**config.mk**
```make
export PLATFORM = sky130hd
export DESIGN_NAME = inst_fetch_queue_flat
export DESIGN_NICKNAME = d
export VERILOG_FILES = /design/src/rtl/inst_fetch_queue_pkg.sv /design/src/rtl/inst_fetch_queue_if.sv /design/src/rtl/inst_fetch_queue_fifo.sv /design/src/rtl/inst_fetch_queue.sv /design/src/flat_wrapper.sv
export SDC_FILE = /design/constraint.sdc
export NUM_CORES = 1
export LEC_CHECK = 0
export CAP_MARGIN = 20
export CORE_MARGIN = 5
export CORE_UTILIZATION = 56
export DETAILED_ROUTE_END_ITERATION = 8
export PLACE_DENSITY = 0.8
export SLEW_MARGIN = 20
export SYNTH_ARGS = -nofsm -noshare
export SYNTH_HDL_FRONTEND = slang
export SYNTH_SLANG_ARGS = --single-unit
```
**constraint.sdc**
```tcl
create_clock -name CLK -period 4.65 [get_ports CLK]
set_input_delay 0.93 -clock CLK [delete_from_list [all_inputs] [get_ports CLK]]
set_output_delay 0.93 -clock CLK [all_outputs]
set_load 0.05 [all_outputs]
```
**src/rtl/inst_fetch_queue_pkg.sv**
```systemverilog
// Shared constants and types for the Sasanqua fetch front end and decode stages.
package inst_fetch_queue_pkg;

  localparam int INST_W = 32;

  localparam logic [INST_W-1:0] PC_STEP = 32'd4;

  typedef enum logic {
    RUN   = 1'b0,
    DRAIN = 1'b1
  } fetch_state_e;

  typedef struct packed {
    logic [INST_W-1:0] pc;
    logic [INST_W-1:0] inst;
  } fetch_entry_t;

endpackage

```
**src/rtl/inst_fetch_queue_if.sv**
```systemverilog
// Fetch queue bus: MMU instruction read port, redirect inputs and decode-side outputs.
interface inst_fetch_queue_if;
  import inst_fetch_queue_pkg::*;

  logic              FLUSH;
  logic [INST_W-1:0] NEW_PC;
  logic              STALL;
  logic              MEM_WAIT;
  logic              INST_RDEN;
  logic [INST_W-1:0] INST_RIADDR;
  logic              INST_RVALID;
  logic [INST_W-1:0] INST_ROADDR;
  logic [INST_W-1:0] INST_RDATA;
  logic              INST_VALID;
  logic [INST_W-1:0] INST_PC;
  logic [INST_W-1:0] INST_DATA;

  // The fetch queue itself.
  modport master (
    input  FLUSH, NEW_PC, STALL, MEM_WAIT,
    input  INST_RVALID, INST_ROADDR, INST_RDATA,
    output INST_RDEN, INST_RIADDR,
    output INST_VALID, INST_PC, INST_DATA
  );

  // The surrounding MMU / decode / jump-resolution logic.
  modport slave (
    output FLUSH, NEW_PC, STALL, MEM_WAIT,
    output INST_RVALID, INST_ROADDR, INST_RDATA,
    input  INST_RDEN, INST_RIADDR,
    input  INST_VALID, INST_PC, INST_DATA
  );

endinterface

```
**src/rtl/inst_fetch_queue_fifo.sv**
```systemverilog
// Small FIFO of {pc, inst} pairs; the head entry and its valid flag are registered.
module fetch_fifo
  import inst_fetch_queue_pkg::*;
#(
  parameter int DEPTH = 4,
  parameter int CW    = $clog2(DEPTH) + 1
) (
  input  logic         CLK,
  input  logic         RST,
  input  logic         clear_i,
  input  logic         push_i,
  input  fetch_entry_t pushEntry_i,
  input  logic         pop_i,
  output logic         full_o,
  output logic         empty_o,
  output logic [CW-1:0] count_o,
  output logic         headValid_o,
  output fetch_entry_t head_o
);

  localparam int AW = $clog2(DEPTH);

  fetch_entry_t  mem_q [DEPTH];
  logic [AW-1:0] rdPtr_q, rdPtr_d, wrPtr_q, wrPtr_d;
  logic [CW-1:0] count_q, count_d;
  logic          headValid_q, headValid_d;
  fetch_entry_t  head_q, head_d;
  logic          doPush, doPop;

  assign full_o      = (count_q == CW'(DEPTH));
  assign empty_o     = (count_q == '0);
  assign count_o     = count_q;
  assign headValid_o = headValid_q;
  assign head_o      = head_q;

  // Next pointers/count, and the entry that will sit at the head next cycle
  // (bypassing the push data when it lands directly in the head slot).
  always_comb begin
    doPop       = pop_i && !empty_o && !clear_i;
    doPush      = push_i && !clear_i && (!full_o || doPop);
    rdPtr_d     = doPop ? rdPtr_q + AW'(1) : rdPtr_q;
    wrPtr_d     = doPush ? wrPtr_q + AW'(1) : wrPtr_q;
    count_d     = count_q + CW'(doPush) - CW'(doPop);
    headValid_d = headValid_q;
    head_d      = head_q;
    if (clear_i) begin
      rdPtr_d = '0;
      wrPtr_d = '0;
      count_d = '0;
    end
    if (count_d == '0) begin
      headValid_d = 1'b0;
    end else begin
      headValid_d = 1'b1;
      head_d      = (doPush && (wrPtr_q == rdPtr_d)) ? pushEntry_i : mem_q[rdPtr_d];
    end
  end

  // Storage array has no reset; only slots below count are ever observed.
  always_ff @(posedge CLK) begin
    if (doPush) mem_q[wrPtr_q] <= pushEntry_i;
  end

  // Pointer, count and head-register state.
  always_ff @(posedge CLK or negedge RST) begin
    if (!RST) begin
      rdPtr_q     <= '0;
      wrPtr_q     <= '0;
      count_q     <= '0;
      headValid_q <= 1'b0;
      head_q      <= '0;
    end else begin
      rdPtr_q     <= rdPtr_d;
      wrPtr_q     <= wrPtr_d;
      count_q     <= count_d;
      headValid_q <= headValid_d;
      head_q      <= head_d;
    end
  end

endmodule

```
**src/rtl/inst_fetch_queue.sv**
```systemverilog
// Instruction fetch front end: credit-limited sequential fetch, response buffering,
// and redirect handling that drops responses still in flight at a FLUSH.
module inst_fetch_queue
  import inst_fetch_queue_pkg::*;
#(
  parameter int                DEPTH    = 4,
  parameter logic [INST_W-1:0] RESET_PC = 32'h0000_0000
) (
  input logic                CLK,
  input logic                RST,
  inst_fetch_queue_if.master fq
);

  localparam int            CW      = $clog2(DEPTH) + 1;
  localparam logic [CW:0]   DEPTH_C = (CW+1)'(DEPTH);

  fetch_state_e      state_q, state_d;
  logic [INST_W-1:0] fetchPc_q, fetchPc_d;
  logic [INST_W-1:0] riaddr_q, riaddr_d;
  logic              rden_q, rden_d;
  logic [CW-1:0]     inflight_q, inflight_d;
  logic [CW-1:0]     discard_q, discard_d;
  logic [CW:0]       committed;
  logic              credit, issue, keepResp, popHead, fifoClear;

  logic              fifoFull, fifoEmpty, fifoHeadValid;
  logic [CW-1:0]     fifoCount;
  fetch_entry_t      fifoHead, respEntry;

  assign respEntry = '{pc: fq.INST_ROADDR, inst: fq.INST_RDATA};

  fetch_fifo #(.DEPTH(DEPTH), .CW(CW)) u_fifo (
    .CLK         (CLK),
    .RST         (RST),
    .clear_i     (fifoClear),
    .push_i      (keepResp),
    .pushEntry_i (respEntry),
    .pop_i       (popHead),
    .full_o      (fifoFull),
    .empty_o     (fifoEmpty),
    .count_o     (fifoCount),
    .headValid_o (fifoHeadValid),
    .head_o      (fifoHead)
  );

  assign fq.INST_RDEN   = rden_q;
  assign fq.INST_RIADDR = riaddr_q;
  assign fq.INST_VALID  = fifoHeadValid;
  assign fq.INST_PC     = fifoHead.pc;
  assign fq.INST_DATA   = fifoHead.inst;

  // Issue/credit/discard decisions; FLUSH overrides everything else in its cycle.
  always_comb begin
    state_d    = state_q;
    fetchPc_d  = fetchPc_q;
    riaddr_d   = riaddr_q;
    inflight_d = inflight_q;
    discard_d  = discard_q;
    rden_d     = 1'b0;
    issue      = 1'b0;
    keepResp   = 1'b0;
    popHead    = 1'b0;
    fifoClear  = 1'b0;
    committed  = {1'b0, inflight_q} + {1'b0, fifoCount};
    credit     = (committed < DEPTH_C);
    if (fq.FLUSH) begin
      fifoClear  = 1'b1;
      fetchPc_d  = fq.NEW_PC;
      inflight_d = inflight_q - CW'(fq.INST_RVALID);
      discard_d  = inflight_d;
      state_d    = (inflight_d != '0) ? DRAIN : RUN;
    end else begin
      issue      = !fq.MEM_WAIT && credit && !fifoFull;
      popHead    = !fifoEmpty && !fq.STALL;
      keepResp   = fq.INST_RVALID && (state_q == RUN);
      inflight_d = inflight_q + CW'(issue) - CW'(fq.INST_RVALID);
      if (fq.INST_RVALID && (state_q == DRAIN)) begin
        discard_d = discard_q - CW'(1);
        if (discard_d == '0) state_d = RUN;
      end
      if (issue) begin
        rden_d    = 1'b1;
        riaddr_d  = fetchPc_q;
        fetchPc_d = fetchPc_q + PC_STEP;
      end
    end
  end

  // Registered control state and request outputs.
  always_ff @(posedge CLK or negedge RST) begin
    if (!RST) begin
      state_q    <= RUN;
      fetchPc_q  <= RESET_PC;
      riaddr_q   <= RESET_PC;
      rden_q     <= 1'b0;
      inflight_q <= '0;
      discard_q  <= '0;
    end else begin
      state_q    <= state_d;
      fetchPc_q  <= fetchPc_d;
      riaddr_q   <= riaddr_d;
      rden_q     <= rden_d;
      inflight_q <= inflight_d;
      discard_q  <= discard_d;
    end
  end

endmodule

```
**src/flat_wrapper.sv**
```systemverilog
// flat-port wrapper written by rule: the top's interface ports become plain ports
module inst_fetch_queue_flat import inst_fetch_queue_pkg::*;
#(
  parameter int                DEPTH    = 4,
  parameter logic [INST_W-1:0] RESET_PC = 32'h0000_0000
)
  (CLK, RST, fq_FLUSH, fq_NEW_PC, fq_STALL, fq_MEM_WAIT, fq_INST_RVALID, fq_INST_ROADDR, fq_INST_RDATA, fq_INST_RDEN, fq_INST_RIADDR, fq_INST_VALID, fq_INST_PC, fq_INST_DATA);
  inst_fetch_queue_if fq_i ();
  input logic CLK;
  input logic RST;
  input wire logic [$bits(fq_i.FLUSH)-1:0] fq_FLUSH;
  input wire logic [$bits(fq_i.NEW_PC)-1:0] fq_NEW_PC;
  input wire logic [$bits(fq_i.STALL)-1:0] fq_STALL;
  input wire logic [$bits(fq_i.MEM_WAIT)-1:0] fq_MEM_WAIT;
  input wire logic [$bits(fq_i.INST_RVALID)-1:0] fq_INST_RVALID;
  input wire logic [$bits(fq_i.INST_ROADDR)-1:0] fq_INST_ROADDR;
  input wire logic [$bits(fq_i.INST_RDATA)-1:0] fq_INST_RDATA;
  output wire logic [$bits(fq_i.INST_RDEN)-1:0] fq_INST_RDEN;
  output wire logic [$bits(fq_i.INST_RIADDR)-1:0] fq_INST_RIADDR;
  output wire logic [$bits(fq_i.INST_VALID)-1:0] fq_INST_VALID;
  output wire logic [$bits(fq_i.INST_PC)-1:0] fq_INST_PC;
  output wire logic [$bits(fq_i.INST_DATA)-1:0] fq_INST_DATA;
  assign fq_i.FLUSH = fq_FLUSH;
  assign fq_i.NEW_PC = fq_NEW_PC;
  assign fq_i.STALL = fq_STALL;
  assign fq_i.MEM_WAIT = fq_MEM_WAIT;
  assign fq_i.INST_RVALID = fq_INST_RVALID;
  assign fq_i.INST_ROADDR = fq_INST_ROADDR;
  assign fq_i.INST_RDATA = fq_INST_RDATA;
  assign fq_INST_RDEN = fq_i.INST_RDEN;
  assign fq_INST_RIADDR = fq_i.INST_RIADDR;
  assign fq_INST_VALID = fq_i.INST_VALID;
  assign fq_INST_PC = fq_i.INST_PC;
  assign fq_INST_DATA = fq_i.INST_DATA;
  inst_fetch_queue #(.DEPTH(DEPTH), .RESET_PC(RESET_PC)) u_core (.CLK(CLK), .RST(RST), .fq(fq_i));
endmodule
```
### Word level (Yosys, flattened, before mapping)

Memory sizes are Yosys's and may differ from the RTL's. A register that Yosys moved wholly into a read port is not among the register bits.
Cells that the tools add are included.

* bits in read-only memories: 0
* flip-flop bits (word level): 80
* RAM bits: 256
* memories kept: 1
* bits in latches: 0
* bits of input ports: 102

* multipliers: 0
* muxes and demuxes: 22
* reduce and logical (&&, ||, !) cells: 27
* shift-type cells: 0
* equality and inequality tests: 1
* bitwise operators: 2
* divide/modulo/power cells: 0
* $lt $le $gt $ge: 1
* add/subtract/negate cells: 10

Memories
* u_core.u_fifo.mem_q: words 4, width 64, rd ports 1, clocked after memory_dff 1, wr ports 1, RTL line inst_fetch_queue_fifo.sv:23 `fetch_entry_t mem_q [DEPTH];`

Operators with widths (count)
* $mux W32: 2
* $add A32 B3 Y32 const B: 1
* $mux W1: 12
* $mux W3: 4
* $logic_and A1 B1 Y1: 9
* $logic_not A3 Y1: 3
* $sub A3 B1 Y3: 3
* $mux W2: 4
* $reduce_bool A2 Y1: 4
* $logic_not A1 Y1: 7
* $add A3 B1 Y3: 2
* $add A2 B1 Y2 const B: 2
* $add A3 B3 Y4: 1
* $lt A4 B3 Y1 const B: 1
* $reduce_and A2 Y1: 2
* $eq A3 B3 Y1 const B: 1
* $reduce_bool A3 Y1: 1
* $sub A3 B1 Y3 const B: 1
* $not A1 Y1: 2
* $logic_or A1 B1 Y1: 1

### Logic depth before layout (Yosys ltp)

* word-level depth: 13
* depth in mapped cells: 19
* gate-level depth less buffers: 15

### Hierarchy

A second synthesis with hierarchy kept.

* cell total of the unflattened synthesis: 1252
* area, all modules: 17287.8 um^2

By module, submodules not included
* fetch_fifo: times used 1, area an instance 13505.5 um^2, cells each 903
* inst_fetch_queue: times used 1, area an instance 3782.4 um^2, cells each 349

### Least setup slack after synthesis

No wires, ideal clock.

* path kind: input-to-reg
* start: in fq_INST_RVALID
* end: reg, netlist name u_core.u_fifo.head_o[10]
* path slack: 326 ps
* arrival time: 4242 ps
* stages: 18
* path buffers: 4
* required time: 4568 ps
* path through: nand2b_1 a21oi_1 and2_1 clkbuf_1 buf_1 inv_1 ha_1 inv_1 ha_1 inv_1 fa_1 xnor3_1 nor2_1 nor3_1 clkbuf_1 clkbuf_1 a31oi_1 a31oi_1

* longest elaborated chain between the ends: 9

RTL lines
* from (decl): RTL line flat_wrapper.sv:15 `input wire logic [$bits(fq_i.INST_RVALID)-1:0] fq_INST_RVALID;`
* $logic_and A1 B1 Y1: RTL line inst_fetch_queue.sv:75 `keepResp = fq.INST_RVALID && (state_q == RUN);`
* $mux W1: RTL line inst_fetch_queue.sv:66 `if (fq.FLUSH) begin`
* $logic_and A1 B1 Y1 (2 in series): RTL line inst_fetch_queue_fifo.sv:40 `doPush = push_i && !clear_i && (!full_o || doPop);`
* $add A3 B1 Y3: RTL line inst_fetch_queue_fifo.sv:43 `count_d = count_q + CW'(doPush) - CW'(doPop);`
* $sub A3 B1 Y3: RTL line inst_fetch_queue_fifo.sv:43
* $mux W3: RTL line inst_fetch_queue_fifo.sv:46 `if (clear_i) begin`
* via u_core.u_fifo.count_d[2]: RTL line inst_fetch_queue_fifo.sv:25 `logic [CW-1:0] count_q, count_d;`
* $logic_not A3 Y1: RTL line inst_fetch_queue_fifo.sv:51 `if (count_d == '0) begin`
* $logic_not A1 Y1 (no source line)

The timed path passes the listed nets, and every way through them passes these cells.
A chain may end at the register's enable or synchronous reset.

### Final worst setup path

* start: in fq_STALL
* end: reg, netlist name u_core.u_fifo.head_o[9]

* longest elaborated chain between the ends: 12

RTL lines
* from (decl): RTL line flat_wrapper.sv:13 `input wire logic [$bits(fq_i.STALL)-1:0] fq_STALL;`
* $logic_not A1 Y1 (*): RTL line inst_fetch_queue.sv:74 `popHead = !fifoEmpty && !fq.STALL;`
* $logic_and A1 B1 Y1 (*): RTL line inst_fetch_queue.sv:74
* $mux W1 (*): RTL line inst_fetch_queue.sv:66
* $logic_and A1 B1 Y1 (*) (2 in series): RTL line inst_fetch_queue_fifo.sv:39 `doPop = pop_i && !empty_o && !clear_i;`
* $logic_or A1 B1 Y1: RTL line inst_fetch_queue_fifo.sv:40
* $logic_and A1 B1 Y1: RTL line inst_fetch_queue_fifo.sv:40
* $add A3 B1 Y3: RTL line inst_fetch_queue_fifo.sv:43
* $sub A3 B1 Y3 (*): RTL line inst_fetch_queue_fifo.sv:43
* $mux W3 (*): RTL line inst_fetch_queue_fifo.sv:46
* via u_core.u_fifo.count_d[2]: RTL line inst_fetch_queue_fifo.sv:25
* $logic_not A3 Y1 (*): RTL line inst_fetch_queue_fifo.sv:51
* $logic_not A1 Y1 (no source line) (*)

The timed path passes the listed nets; every way through them passes the cells marked *.

==> summary.md <==
| Metric | Value |
|---|---|
| Share of final-layout standard cells stronger than drive strength 1 | `0.137` |
| Worst r2r path cells | `15` |
| Global placement routability congestion | `0.784` |
| Count of yosys warnings during synthesis | `0` |
| Largest stage delay on the critical path | `550 ps` |
| Insertion delay of the later-clocked pin in the worst-skew pair | `540 ps` |
| Worst-case clock skew | `14.1 ps` |
| Synthesized instance count | `1,323` |
| Global router's overall resource usage | `0.246` |
| Setup Fix Bufs, Post-CTS | `0` |
| Port Buffer Count | `199` |
| Seq/Total Area, Yosys | `0.647` |
| Kind of critical path | `in -> reg` |
| Total via count in the routed design | `12,263` |
| First-pass iteration count of the detailed router | `6` |
| Critical Path Sink | `u_core.u_fifo.head_o[9]` |
| Post-Syn Area | `17,500 um^2` |
| Synthesized area per cell | `13.2 um^2` |
| Arrival time reported for the critical path endpoint | `4250 ps` |
| CTS H-tree depth | `2` |
| DRC violations left | `0` |
| Routed length on met3 | `3.57 mm` |
| Critical path capture point type | `register` |
| Number of antenna violations at the first check in global routing | `2` |
| Max-capacitance violation count | `0` |
| Relative slew margins | `0.272` |
| Clock root buffer master | `clkbuf_16` |
| Total met2 wirelength after detailed routing | `21.8 mm` |
| Average vias per placed instance | `6.46` |
| Post-synth cell types | `50` |
| Number of synthesized flops with an enable pin | `256` |
| Share of synthesized flip-flops with an asynchronous set or reset | `0.360` |
| Highest attainable clock frequency | `0.263 GHz` |
| Antenna cell count | `0` |
| Via count of the first global-routing pass | `12,580` |
| Die outline width | `187 um` |
| Boundary pin count | `200` |
| Series of cell instances along the critical path | `clkdlybuf4s50_1 -> a21oi_1 -> and2_2 -> inv_1 -> ha_1 -> inv_1 -> ha_1 -> inv_1 -> fa_1 -> xnor3_1 -> nor2_1 -> nor3_2 -> buf_4 -> a31oi_1 -> a31oi_1` |
| Number of buffers on the longest clock path | `3` |
| Sum of negative setup slack | `0 ps` |
| Transition at the pin with the smallest max-transition slack | `1090 ps` |
| Placement Rows | `64` |
| Required time of the critical path | `5100 ps` |
| Wire length the detailed router placed on met1 | `18.0 mm` |
| Largest voltage drop on the vdd net | `729 uV` |
| CTS Sinks | `400` |
| Top routing layer in use | `met5` |
| RSZ-0062 raised after global routing | `no` |
| Cell with the most instances on the worst path | `inv_1` |
| Maximum number of pins on one net before global-route repair | `119` |
| DRT antenna net count | `0` |
| Reg clk slew, reported paths | `60 ps` |
| Total Routed Length | `44.3 mm` |
| Number of synthesized register bits | `400` |
| Timing startpoint of the critical path | `fq_STALL` |
| Slowest cell on the critical path | `clkdlybuf4s50_1` |
| Most instantiated flip-flop cell in the synthesis netlist | `edfxtp_1` |
| Count of final max-slew check failures | `0` |
| Min Clock Period, post-route | `3800 ps` |
| Number of hold-slack violations in the final timing report | `0` |
| RR Endpoint | `u_core.u_fifo.head_o[9]` |
| Worst reg2reg startpoint | `u_core.u_fifo.count_o[2]` |
| Number of buffers created by CTS | `41` |
| Worst setup slack for register-to-register paths | `870 ps` |
| CTS hold repair buffers | `0` |
| Final net count | `1,588` |
| Static leakage power | `7.34 nW` |
| Die outline height | `187 um` |
| Post-CTS sizing | `0` |
| Violation count after the first detailed-route iteration | `1,182` |
| Nets in the synthesized netlist | `1,442` |
| Result of the run | `finished, final reports clean` |
| Cell area reported after detailed placement | `19,800 um^2` |
| Post-Layout Inst Area | `21,300 um^2` |
| First-pass GRT wire length | `69.8 mm` |
| CTS tree | `yes` |
| Final worst path period share | `0.817` |
| CP max FO | `15` |
| Half-perimeter wire length of the detailed placement result | `24.2 mm` |
| Routed len/inst | `23.3 um` |
| Area of the core | `30,700 um^2` |
| Count of filler cells inserted in the layout | `2,074` |
| Initial Util | `0.569` |
| CP Launch Type | `input pin` |
| Overall overflow remaining after global route | `0` |
| Power density over the cells | `711 nW/um^2` |
| Die ar. | `34,800 um^2` |
| Area added between synthesis and finish | `21.9%` |
| Number of setup violations in the final report | `0` |
| Classification of the worst-slack hold path | `in -> async` |
metal layers:
metal  GRT usage  vias up
met3      0.0577       81
met1       0.324     6168
met4      0.0661        4
li1            -     5440
met2       0.414      570
met5           0        -
report_power, final:
| group | switching [W] | internal (W) |
|---|---|---|
| clock network | 0.00134 | 0.00212 |
| logic | 0.00432 | 0.00253 |
| registers | 0.000420 | 0.00439 |
| total | 0.00608 | 0.00904 |
worst min-delay path by stage:
| stage | from | endpoint | slack (ps) | cells after the start |
|---|---|---|---|---|
| floorplan | u_core.fetchPc_q[0] | u_core.fetchPc_q[0] | 470 | 1 |
| global placement | u_core.fetchPc_q[0] | u_core.fq.INST_RIADDR[0] | 480 | 1 |
| detailed placement | u_core.fq.INST_RIADDR[22] | u_core.fq.INST_RIADDR[22] | 500 | 1 |
| CTS | u_core.fq.INST_RIADDR[1] | u_core.fq.INST_RIADDR[1] | 510 | 1 |
| global route | u_core.fq.INST_RIADDR[1] | u_core.fq.INST_RIADDR[1] | 520 | 1 |
| finish | RST | u_core.fq.INST_RIADDR[11] | 500 | 1 |
sequential cells by signal, summed over array words and instances (netlist names), 2 cells and up:
signal,flops
u_core.fetchPc_q,32
u_core.u_fifo.mem_q,256
u_core.discard_q,3
u_core.u_fifo.wrPtr_q,2
u_core.u_fifo.count_o,3
u_core.u_fifo.rdPtr_q,2
u_core.fq.INST_RIADDR,32
u_core.inflight_q,3
u_core.u_fifo.head_o,64
layout make-up:
type	instances	area, um^2	share of cell area
flip-flops and latches	400	11300	0.531
multi-input cells	778	5680	0.267
repair buffers	225	2290	0.108
clock buffers	57	1150	0.0540
well taps	396	495	0.0233
clock inverters	19	279	0.0131
inverters	23	86.3	0.00406
Yosys cell counts, drive strengths merged, types with 9 or more instances:
library cell  number  share of area
o21ai             23         0.0066
nor2              84          0.018
or4                9         0.0041
ha                15          0.011
edfxtp           256           0.44
o21a              64          0.028
nor3              16         0.0046
buf               18         0.0044
a31oi            135          0.048
nand4             67          0.024
nor3b             65          0.028
xnor2             20          0.010
clkbuf           104          0.022
mux2             100          0.065
nand2             35         0.0075
inv               22         0.0047
nand3             14         0.0040
dfrtp            144           0.21
o2111ai           64          0.032
through the flow:
step                power (W)  worst slack, ps  hold slack (ps)  std cells  utilization
floorplan             0.00941              326              475       1323            -
global placement       0.0115              454              482       1822        0.647
detailed placement     0.0116              363              497       1822        0.647
CTS                    0.0151              849              511       1898        0.693
global route           0.0158              626              522       1898        0.693
finish                 0.0151              849              503       1898        0.693
worst max-delay path, delay by kind of cell:
family	cells	cell delay, ps
XOR/XNOR	1	220
AO/OA/AOI/OAI	3	540
AND/OR/NAND/NOR	3	770
buffers and inverters	5	1040
adder cells (fa/ha/maj)	3	750
cell usage in the layout (no fill, tap or decap), drive strengths merged, types with 9 or more instances in the layout:
master	netlist	final
mux2	100	100
clkinv	1	10
ha	15	15
a31oi	135	135
clkbuf	104	57
edfxtp	256	256
buf	18	28
o2111ai	64	64
xnor2	20	20
nand4	67	67
nand3	14	14
o21a	64	64
dfrtp	144	144
nor3b	65	65
clkdlybuf4s50	0	197
o21ai	23	23
nor2	84	84
nor3	16	16
nand2	35	35
inv	22	23
or4	9	9
kinds of logic (layout without fill, tap and decap cells):
group / after synthesis / count (layout) / share of synthesized area
xor+xnor: 28 / 28 / 0.0156
simple gates: 323 / 323 / 0.104
flops: 400 / 400 / 0.647
compound gates: 308 / 308 / 0.124
mux: 102 / 102 / 0.0657
buf+inv: 145 / 324 / 0.0317
fa+ha+maj: 17 / 17 / 0.0130
(Power assumes the default switching activity.)
